`config.mk`:
```
export PLATFORM = sky130hd
export DESIGN_NAME = regfile_sb
export DESIGN_NICKNAME = d
export VERILOG_FILES = /design/src/rtl/regfile_sb.sv
export SDC_FILE = /design/constraint.sdc
export NUM_CORES = 1
export LEC_CHECK = 0
export BUFFER_PORTS_ARGS = -buffer_cell sky130_fd_sc_hd__buf_2
export CELL_PAD_IN_SITES_DETAIL_PLACEMENT = 2
export CELL_PAD_IN_SITES_GLOBAL_PLACEMENT = 2
export CORE_MARGIN = 3
export CORE_UTILIZATION = 44
export DETAILED_ROUTE_END_ITERATION = 8
export PLACE_DENSITY_LB_ADDON = 0.05
export SYNTH_ARGS = -nofsm -noshare
export SYNTH_HDL_FRONTEND = slang
export SYNTH_SLANG_ARGS = --single-unit
```
`constraint.sdc`:
```
create_clock -name core_clock_i -period 2.8 [get_ports core_clock_i]
set_clock_uncertainty 0.1 [all_clocks]
set_input_delay 0.14 -clock core_clock_i [delete_from_list [all_inputs] [get_ports core_clock_i]]
set_output_delay 0.14 -clock core_clock_i [all_outputs]
set_load 0.1 [all_outputs]
```
`src/rtl/regfile_sb.sv`:
```
// Scoreboarded register file: two combinational read ports with write bypass,
// one writeback port, one reservation port, and a post-reset zeroing sweep.
module regfile_sb #(
  parameter  int WIDTH    = 24,
  parameter  int DEPTH    = 32,
  parameter  int ZERO_REG = 0,
  localparam int AW       = $clog2(DEPTH)
) (
  input  logic             core_clock_i,
  input  logic             core_reset_i,
  output logic             init_done_o,
  input  logic [AW-1:0]    rs1_i,
  output logic [WIDTH-1:0] rs1_data_o,
  output logic             rs1_busy_o,
  input  logic [AW-1:0]    rs2_i,
  output logic [WIDTH-1:0] rs2_data_o,
  output logic             rs2_busy_o,
  input  logic             wr_en_i,
  input  logic [AW-1:0]    wr_i,
  input  logic [WIDTH-1:0] wr_data_i,
  input  logic             rsv_en_i,
  input  logic [AW-1:0]    rsv_i
);

  typedef enum logic [0:0] {
    ST_INIT  = 1'b0,
    ST_READY = 1'b1
  } state_t;

  localparam logic [AW-1:0] LAST_ENTRY = AW'(DEPTH - 1);

  state_t             state_r;
  state_t             state_s;
  logic [AW-1:0]      cnt_r;
  logic [AW-1:0]      cnt_s;
  logic [WIDTH-1:0]   mem_r [DEPTH];
  logic [DEPTH-1:0]   pend_r;
  logic [DEPTH-1:0]   pend_s;
  logic               mem_we_s;
  logic [AW-1:0]      mem_addr_s;
  logic [WIDTH-1:0]   mem_wdata_s;
  logic               ready_s;
  logic               wr_act_s;
  logic               rsv_act_s;
  logic [AW-1:0]      rd_addr_s [2];
  logic [WIDTH-1:0]   rd_data_s [2];
  logic               rd_busy_s [2];

  // Register 0 is only special when the hardwired-zero option is enabled.
  function automatic logic is_zero_reg(input logic [AW-1:0] addr);
    return (ZERO_REG != 0) && (addr == {AW{1'b0}});
  endfunction

  assign ready_s   = (state_r == ST_READY);
  assign wr_act_s  = ready_s && wr_en_i && !is_zero_reg(wr_i);
  assign rsv_act_s = ready_s && rsv_en_i && !is_zero_reg(rsv_i);

  // FSM state and sweep counter.
  always_ff @(posedge core_clock_i or posedge core_reset_i) begin
    if (core_reset_i) begin
      state_r <= ST_INIT;
      cnt_r   <= {AW{1'b0}};
    end else begin
      state_r <= state_s;
      cnt_r   <= cnt_s;
    end
  end

  // Next-state logic: sweep every entry once, then stay ready.
  always_comb begin
    state_s = state_r;
    cnt_s   = cnt_r;
    case (state_r)
      ST_INIT: begin
        cnt_s = cnt_r + AW'(1);
        if (cnt_r == LAST_ENTRY) begin
          state_s = ST_READY;
        end else begin
          state_s = ST_INIT;
        end
      end
      ST_READY: begin
        state_s = ST_READY;
        cnt_s   = cnt_r;
      end
      default: begin
        state_s = ST_INIT;
        cnt_s   = {AW{1'b0}};
      end
    endcase
  end

  // Storage write mux: the sweep owns the single write port until ready.
  always_comb begin
    mem_we_s    = 1'b0;
    mem_addr_s  = {AW{1'b0}};
    mem_wdata_s = {WIDTH{1'b0}};
    case (state_r)
      ST_INIT: begin
        mem_we_s    = 1'b1;
        mem_addr_s  = cnt_r;
        mem_wdata_s = {WIDTH{1'b0}};
      end
      ST_READY: begin
        mem_we_s    = wr_act_s;
        mem_addr_s  = wr_i;
        mem_wdata_s = wr_data_i;
      end
      default: begin
        mem_we_s    = 1'b0;
        mem_addr_s  = {AW{1'b0}};
        mem_wdata_s = {WIDTH{1'b0}};
      end
    endcase
  end

  // Storage array, deliberately without reset.
  always_ff @(posedge core_clock_i) begin
    if (mem_we_s) begin
      mem_r[mem_addr_s] <= mem_wdata_s;
    end
  end

  // Pending flags next value: a reservation beats a same-cycle writeback.
  always_comb begin
    pend_s = pend_r;
    for (int i = 0; i < DEPTH; i++) begin
      if (rsv_act_s && (rsv_i == AW'(i))) begin
        pend_s[i] = 1'b1;
      end else if (wr_act_s && (wr_i == AW'(i))) begin
        pend_s[i] = 1'b0;
      end else begin
        pend_s[i] = pend_r[i];
      end
    end
  end

  // Pending flags.
  always_ff @(posedge core_clock_i or posedge core_reset_i) begin
    if (core_reset_i) begin
      pend_r <= {DEPTH{1'b0}};
    end else begin
      pend_r <= pend_s;
    end
  end

  assign rd_addr_s[0] = rs1_i;
  assign rd_addr_s[1] = rs2_i;

  // Read ports: masked until ready; a same-cycle writeback is forwarded,
  // a same-cycle reservation is not.
  always_comb begin
    for (int p = 0; p < 2; p++) begin
      rd_data_s[p] = {WIDTH{1'b0}};
      rd_busy_s[p] = 1'b0;
      if (!ready_s) begin
        rd_data_s[p] = {WIDTH{1'b0}};
        rd_busy_s[p] = 1'b0;
      end else if (is_zero_reg(rd_addr_s[p])) begin
        rd_data_s[p] = {WIDTH{1'b0}};
        rd_busy_s[p] = 1'b0;
      end else if (wr_act_s && (wr_i == rd_addr_s[p])) begin
        rd_data_s[p] = wr_data_i;
        rd_busy_s[p] = 1'b0;
      end else begin
        rd_data_s[p] = mem_r[rd_addr_s[p]];
        rd_busy_s[p] = pend_r[rd_addr_s[p]];
      end
    end
  end

  assign init_done_o = ready_s;
  assign rs1_data_o  = rd_data_s[0];
  assign rs1_busy_o  = rd_busy_s[0];
  assign rs2_data_o  = rd_data_s[1];
  assign rs2_busy_o  = rd_busy_s[1];

endmodule
```
Yosys cells after proc, flatten, opt, wreduce, memory -nomap -nowiden
Memories as Yosys holds them, arrays and structs flattened.
Index checks and enable logic that the tools add are counted.
{"block": "classes", "addsub": 1, "order_cmp": 2, "n_eq_ne": 65, "muxes": 84, "n_bitwise": 1, "n_reduce_logical": 102}
{"op": "$eq 5x5->1 const B", "n": 33}
{"op": "$mux 24", "n": 4}
{"op": "$eq 5x4->1 const B", "n": 16}
{"op": "$mux 1", "n": 73}
{"op": "$logic_and 1x1->1", "n": 68}
{"op": "$reduce_bool 2->1", "n": 32}
{"op": "$pmux 24 s2", "n": 1}
{"op": "$eq 5x3->1 const B", "n": 8}
{"op": "$eq 5x2->1 const B", "n": 4}
{"op": "$lt 5x6->1 const B", "n": 2}
{"op": "$bmux 1 s5", "n": 2}
{"op": "$eq 5x1->1 const B", "n": 2}
{"op": "$eq 5x5->1", "n": 2}
{"op": "$logic_not 5->1", "n": 2}
{"op": "$pmux 5 s2", "n": 1}
{"op": "$add 5x1->5 const B", "n": 1}
{"op": "$mux 5", "n": 1}
{"op": "$pmux 1 s2", "n": 2}
{"op": "$not 1->1", "n": 1}
{"block": "word_totals", "reg_bits": 38, "mem_bits_rw": 768, "input_bits": 48, "out_inout_bits": 51, "word_cells": 290, "memories": 1}
{"name": "mem_r", "depth": 32, "word_bits": 24, "rd": 2, "rd_ports_with_merged_regs": 0, "wr": 1, "line_no": "36", "rtl": "logic [WIDTH-1:0] mem_r [DEPTH];"}

Logic depth before layout (Yosys ltp)
{"block": "logic_depth", "ltp_word": 4, "depth_mapped": 9, "mapped_depth_nobuf": 5}

Worst setup path before layout
OpenSTA, ideal clock, no wires.
{"block": "synth_path", "path_type": "register to output", "startpoint": "register state_r (netlist: init_done_o)", "endpoint": "output port rs2_data_o[12]", "arrival_time_ns": 3.916, "required_ns": 2.560, "setup_slack_ns": -1.356, "path_stages_with_launch": 8, "n_path_buf": 2, "path_cell_list": "dfrtp_1 > buf_2 > nand2_1 > a221oi_1 > nand4_1 > clkbuf_1 > nand2_1 > o21ai_0"}
{"block": "synth_between", "elab_chain_cells": 4}
{"element": "start: declaration", "line_no": "32", "rtl": "state_t state_r;"}
{"element": "start signal: assignment", "line_no": "64", "rtl": "state_r <= state_s;"}
{"element": "$logic_and 1x1->1", "line_no": "55", "rtl": "assign wr_act_s = ready_s && wr_en_i && !is_zero_reg(wr_i);"}
{"element": "$logic_and 1x1->1", "line_no": "162", "rtl": "end else if (wr_act_s && (wr_i == rd_addr_s[p])) begin"}
{"element": "$mux 24", "line_no": "162"}
{"element": "$mux 24 (*)", "line_no": "156", "rtl": "if (!ready_s) begin"}
{"element": "end: declaration", "line_no": "16", "rtl": "output logic [WIDTH-1:0] rs2_data_o,"}
Every way passes the cells marked *; elsewhere a longest branch is shown, timed or not.

==> impl_metrics.toml <==
[cts]
clockRootBuffer = "clkbuf_16"
clock_latency_ps = 650
cts_buffers = 89
cts_buffer_depth = 3
cts.clk_slew.worst_paths_ps = 60
htreeDepth = 3
clkSinkCount = 806
cts_tree = "done"

[pwr]
pwr-share-clk_pct = 40.1
p_sw_share_pct = 26.2
powerDensity_nw_per_um2 = 610
total_power_uw = 29400
intPower_uw = 21700
seqPwrFrac_pct = 45.4
p_sw_uw = 7690
power_frac_comb_pct = 14.4
vdd.ir_drop.worst_uv = 528
p_leak_uw = 0.0158

[floorplan]
rows = 107
dieArea_sq_um = 90900
start_util_pct = 44.8
die_h_um = 301
die_x_um = 301
core_sq_um = 85800
io_pins = 99

[sta]
fmax_ghz = 0.343
finalHoldViolCount = 0
final.setup.worst_slack_ps = -114
min_period_ps = 2910
relSlewSlack_pct = 37.9
drv_slew = 0
fin_crit_sh_pct = 104
hold_ws_ps = 84.8
rsz0062_at_grt = "true"
setup_viol = 5
worst_pin_slew_ps = 932

[logic_synthesis]
seq_area_frac_synth_pct = 62.5
yosys_warnings = 0
synth_nets = 2120
synth_area_sq_um = 38400
synthDistinctLibCells = 47
async_flop_share_pct = 4.71
avgSynthCellArea_sq_um = 18.6
synth_edf_count = 768
synth_flop_cell = "edfxtp_1"
synth_seq_cells = 806
synth_cells = 2070

[place]
place.gp.congestion = 0.854
hpwl_um = 92900
numPortBuffers = 98

[run]
drv_cap = 0

[global_route]
grt_max_degree = 50
grt_pass1_vias = 26902
antenna_found_initial = 4
grt_usage_pct = 32.3
grt_overflow = 0
grt_pass1_wl_um = 207000

[routing]
antenna_left = 0
wl_per_cell_um = 40.3
finalWirelength_um = 145000
via_per_inst = 6.80
drc = 0
drt_iter0_drc = 2984
dr.pass1.iters = 7
via_count = 24529

[finish]
final_common_cell = "edfxtp_1"
nNetsFinal = 2442
mostFrequentLayoutCells = "768 x edfxtp_1, 397 x mux4_2, 186 x buf_4"
area_growth_syn_to_layout_pct = 25.5
final_layout_size_suffix_gt1_share_pct = 46.2

[worst_setup_path]
crit_required_ps = 2560
worst-setup-path-type = "reg -> out"
path_max_fanout = 2
critPathCaptureType = "primary output"
rr_startpoint = "init_done_o"
arrival_ps = 2670
critPathLaunch = "mem_r[16][15]"
start_kind = "register"

[min_path]
hold_class = "in -> reg"
holdCritStartpoint = "wr_i[4]"

[run_status]
run_status = "complete, but fails checks"
violations = "negative setup slack"
synthesized netlist by cell type, drive strengths merged (3+ instances only):
cell,n,area share [%]
nor2b,15,0.24
a21oi,102,1.3
a311o,11,0.29
and3,3,0.049
mux2,4,0.12
dfrtp,38,2.5
inv,8,0.078
a211oi,14,0.27
a2111o,3,0.088
clkbuf,70,0.68
or2,5,0.081
nand3,6,0.078
a22o,23,0.52
a221oi,3,0.068
mux2i,113,2.9
nor3,3,0.039
o22ai,4,0.065
a211o,3,0.068
o21ai,124,1.6
and2,29,0.47
buf,99,1.5
nand2,50,0.49
xnor2,7,0.16
edfxtp,768,60
a31oi,13,0.21
mux4,399,23
nand3b,3,0.059
nand2b,13,0.21
or3,8,0.13
a22oi,70,1.4
nor2,45,0.44
sequential cells by signal, indices dropped and copies added (netlist names):
| register | cells |
|---|---|
| mem_r | 768 |
| init_done_o | 1 |
| cnt_r | 5 |
| pend_r | 32 |
power groups by stage:
stage | Combinational, uW | Sequential (uW) | Clock (uW)
after floorplan | 2400 | 13600 | 0
after global placement | 3740 | 13600 | 0
after detailed placement | 3820 | 13600 | 0
after CTS | 4130 | 13300 | 11900
after global routing | 4400 | 13300 | 12400
final | 4240 | 13300 | 11800
metrics by stage:
step           util [%]  setup slack [ps]  instance area, sq um  setup TNS, ps  std cells
3_3_place_gp       51.0              32.3                 43800              0       3423
6_report           56.2              -114                 48200           -209       3607
4_1_cts            55.6             -88.9                 47700           -257       3602
3_5_place_dp       51.0             0.447                 43800              0       3423
2_1_floorplan         -             -27.3                 39000          -3130       2070
5_1_grt            56.2              -154                 48200          -1120       3607
critical path, stage by stage (launching register included):
cell      delay, ps
edfxtp_1        490
mux4_2          540
mux2i_4         250
mux2i_2         140
a21oi_2         180
buf_4           160
a21oi_4          60
buf_12          180
path summary, 6_finish.rpt:
path	to	slack, ps	cells past startpoint
min reg2reg	cnt_r[2]	410	1
max reg2reg	mem_r[20][15]	160	7
max	rs2_data_o[15]	-110	7
min	pend_r[9]	80	4
max in group asynchronous	init_done_o	2060	4
min in group asynchronous	pend_r[0]	130	4
logic make-up after synthesis:
group,after synthesis,share of synthesized area [%]
AO/OA/AOI/OAI,375,6.02
flip-flops,806,62.5
adder cells (fa/ha/maj),2,0.0652
multiplexers,516,26.5
AND/OR/NAND/NOR,184,2.37
buffers and inverters,178,2.31
XOR/XNOR,9,0.205
layer usage:
metal  part of all wire (%)  track usage (%)
met5                      0                0
met4                    3.4             10.1
met3                    8.4             4.66
met1                     40             45.8
met2                     48             52.2
layout make-up:
class	instances	area, sq um
Clock buffer	110	2370
Tap cell	1144	1430
Multi-Input combinational cell	1086	15100
Timing Repair Buffer	400	4760
Inverter	9	33.8
Sequential cell	806	24000
Clock inverter	51	485
Fill cell	7137	37600
Antenna cell	1	2.50
what timing repair did:
action,CTS,global route
buffers inserted,3,4
gates resized for setup,228,115
hold buffers,15,0
cloned,4,1
endpoints found under the setup margin,50,51
endpoints found under the hold margin,70,0
pin swaps,32,34
Note: power is estimated with default switching activity, not from simulation.
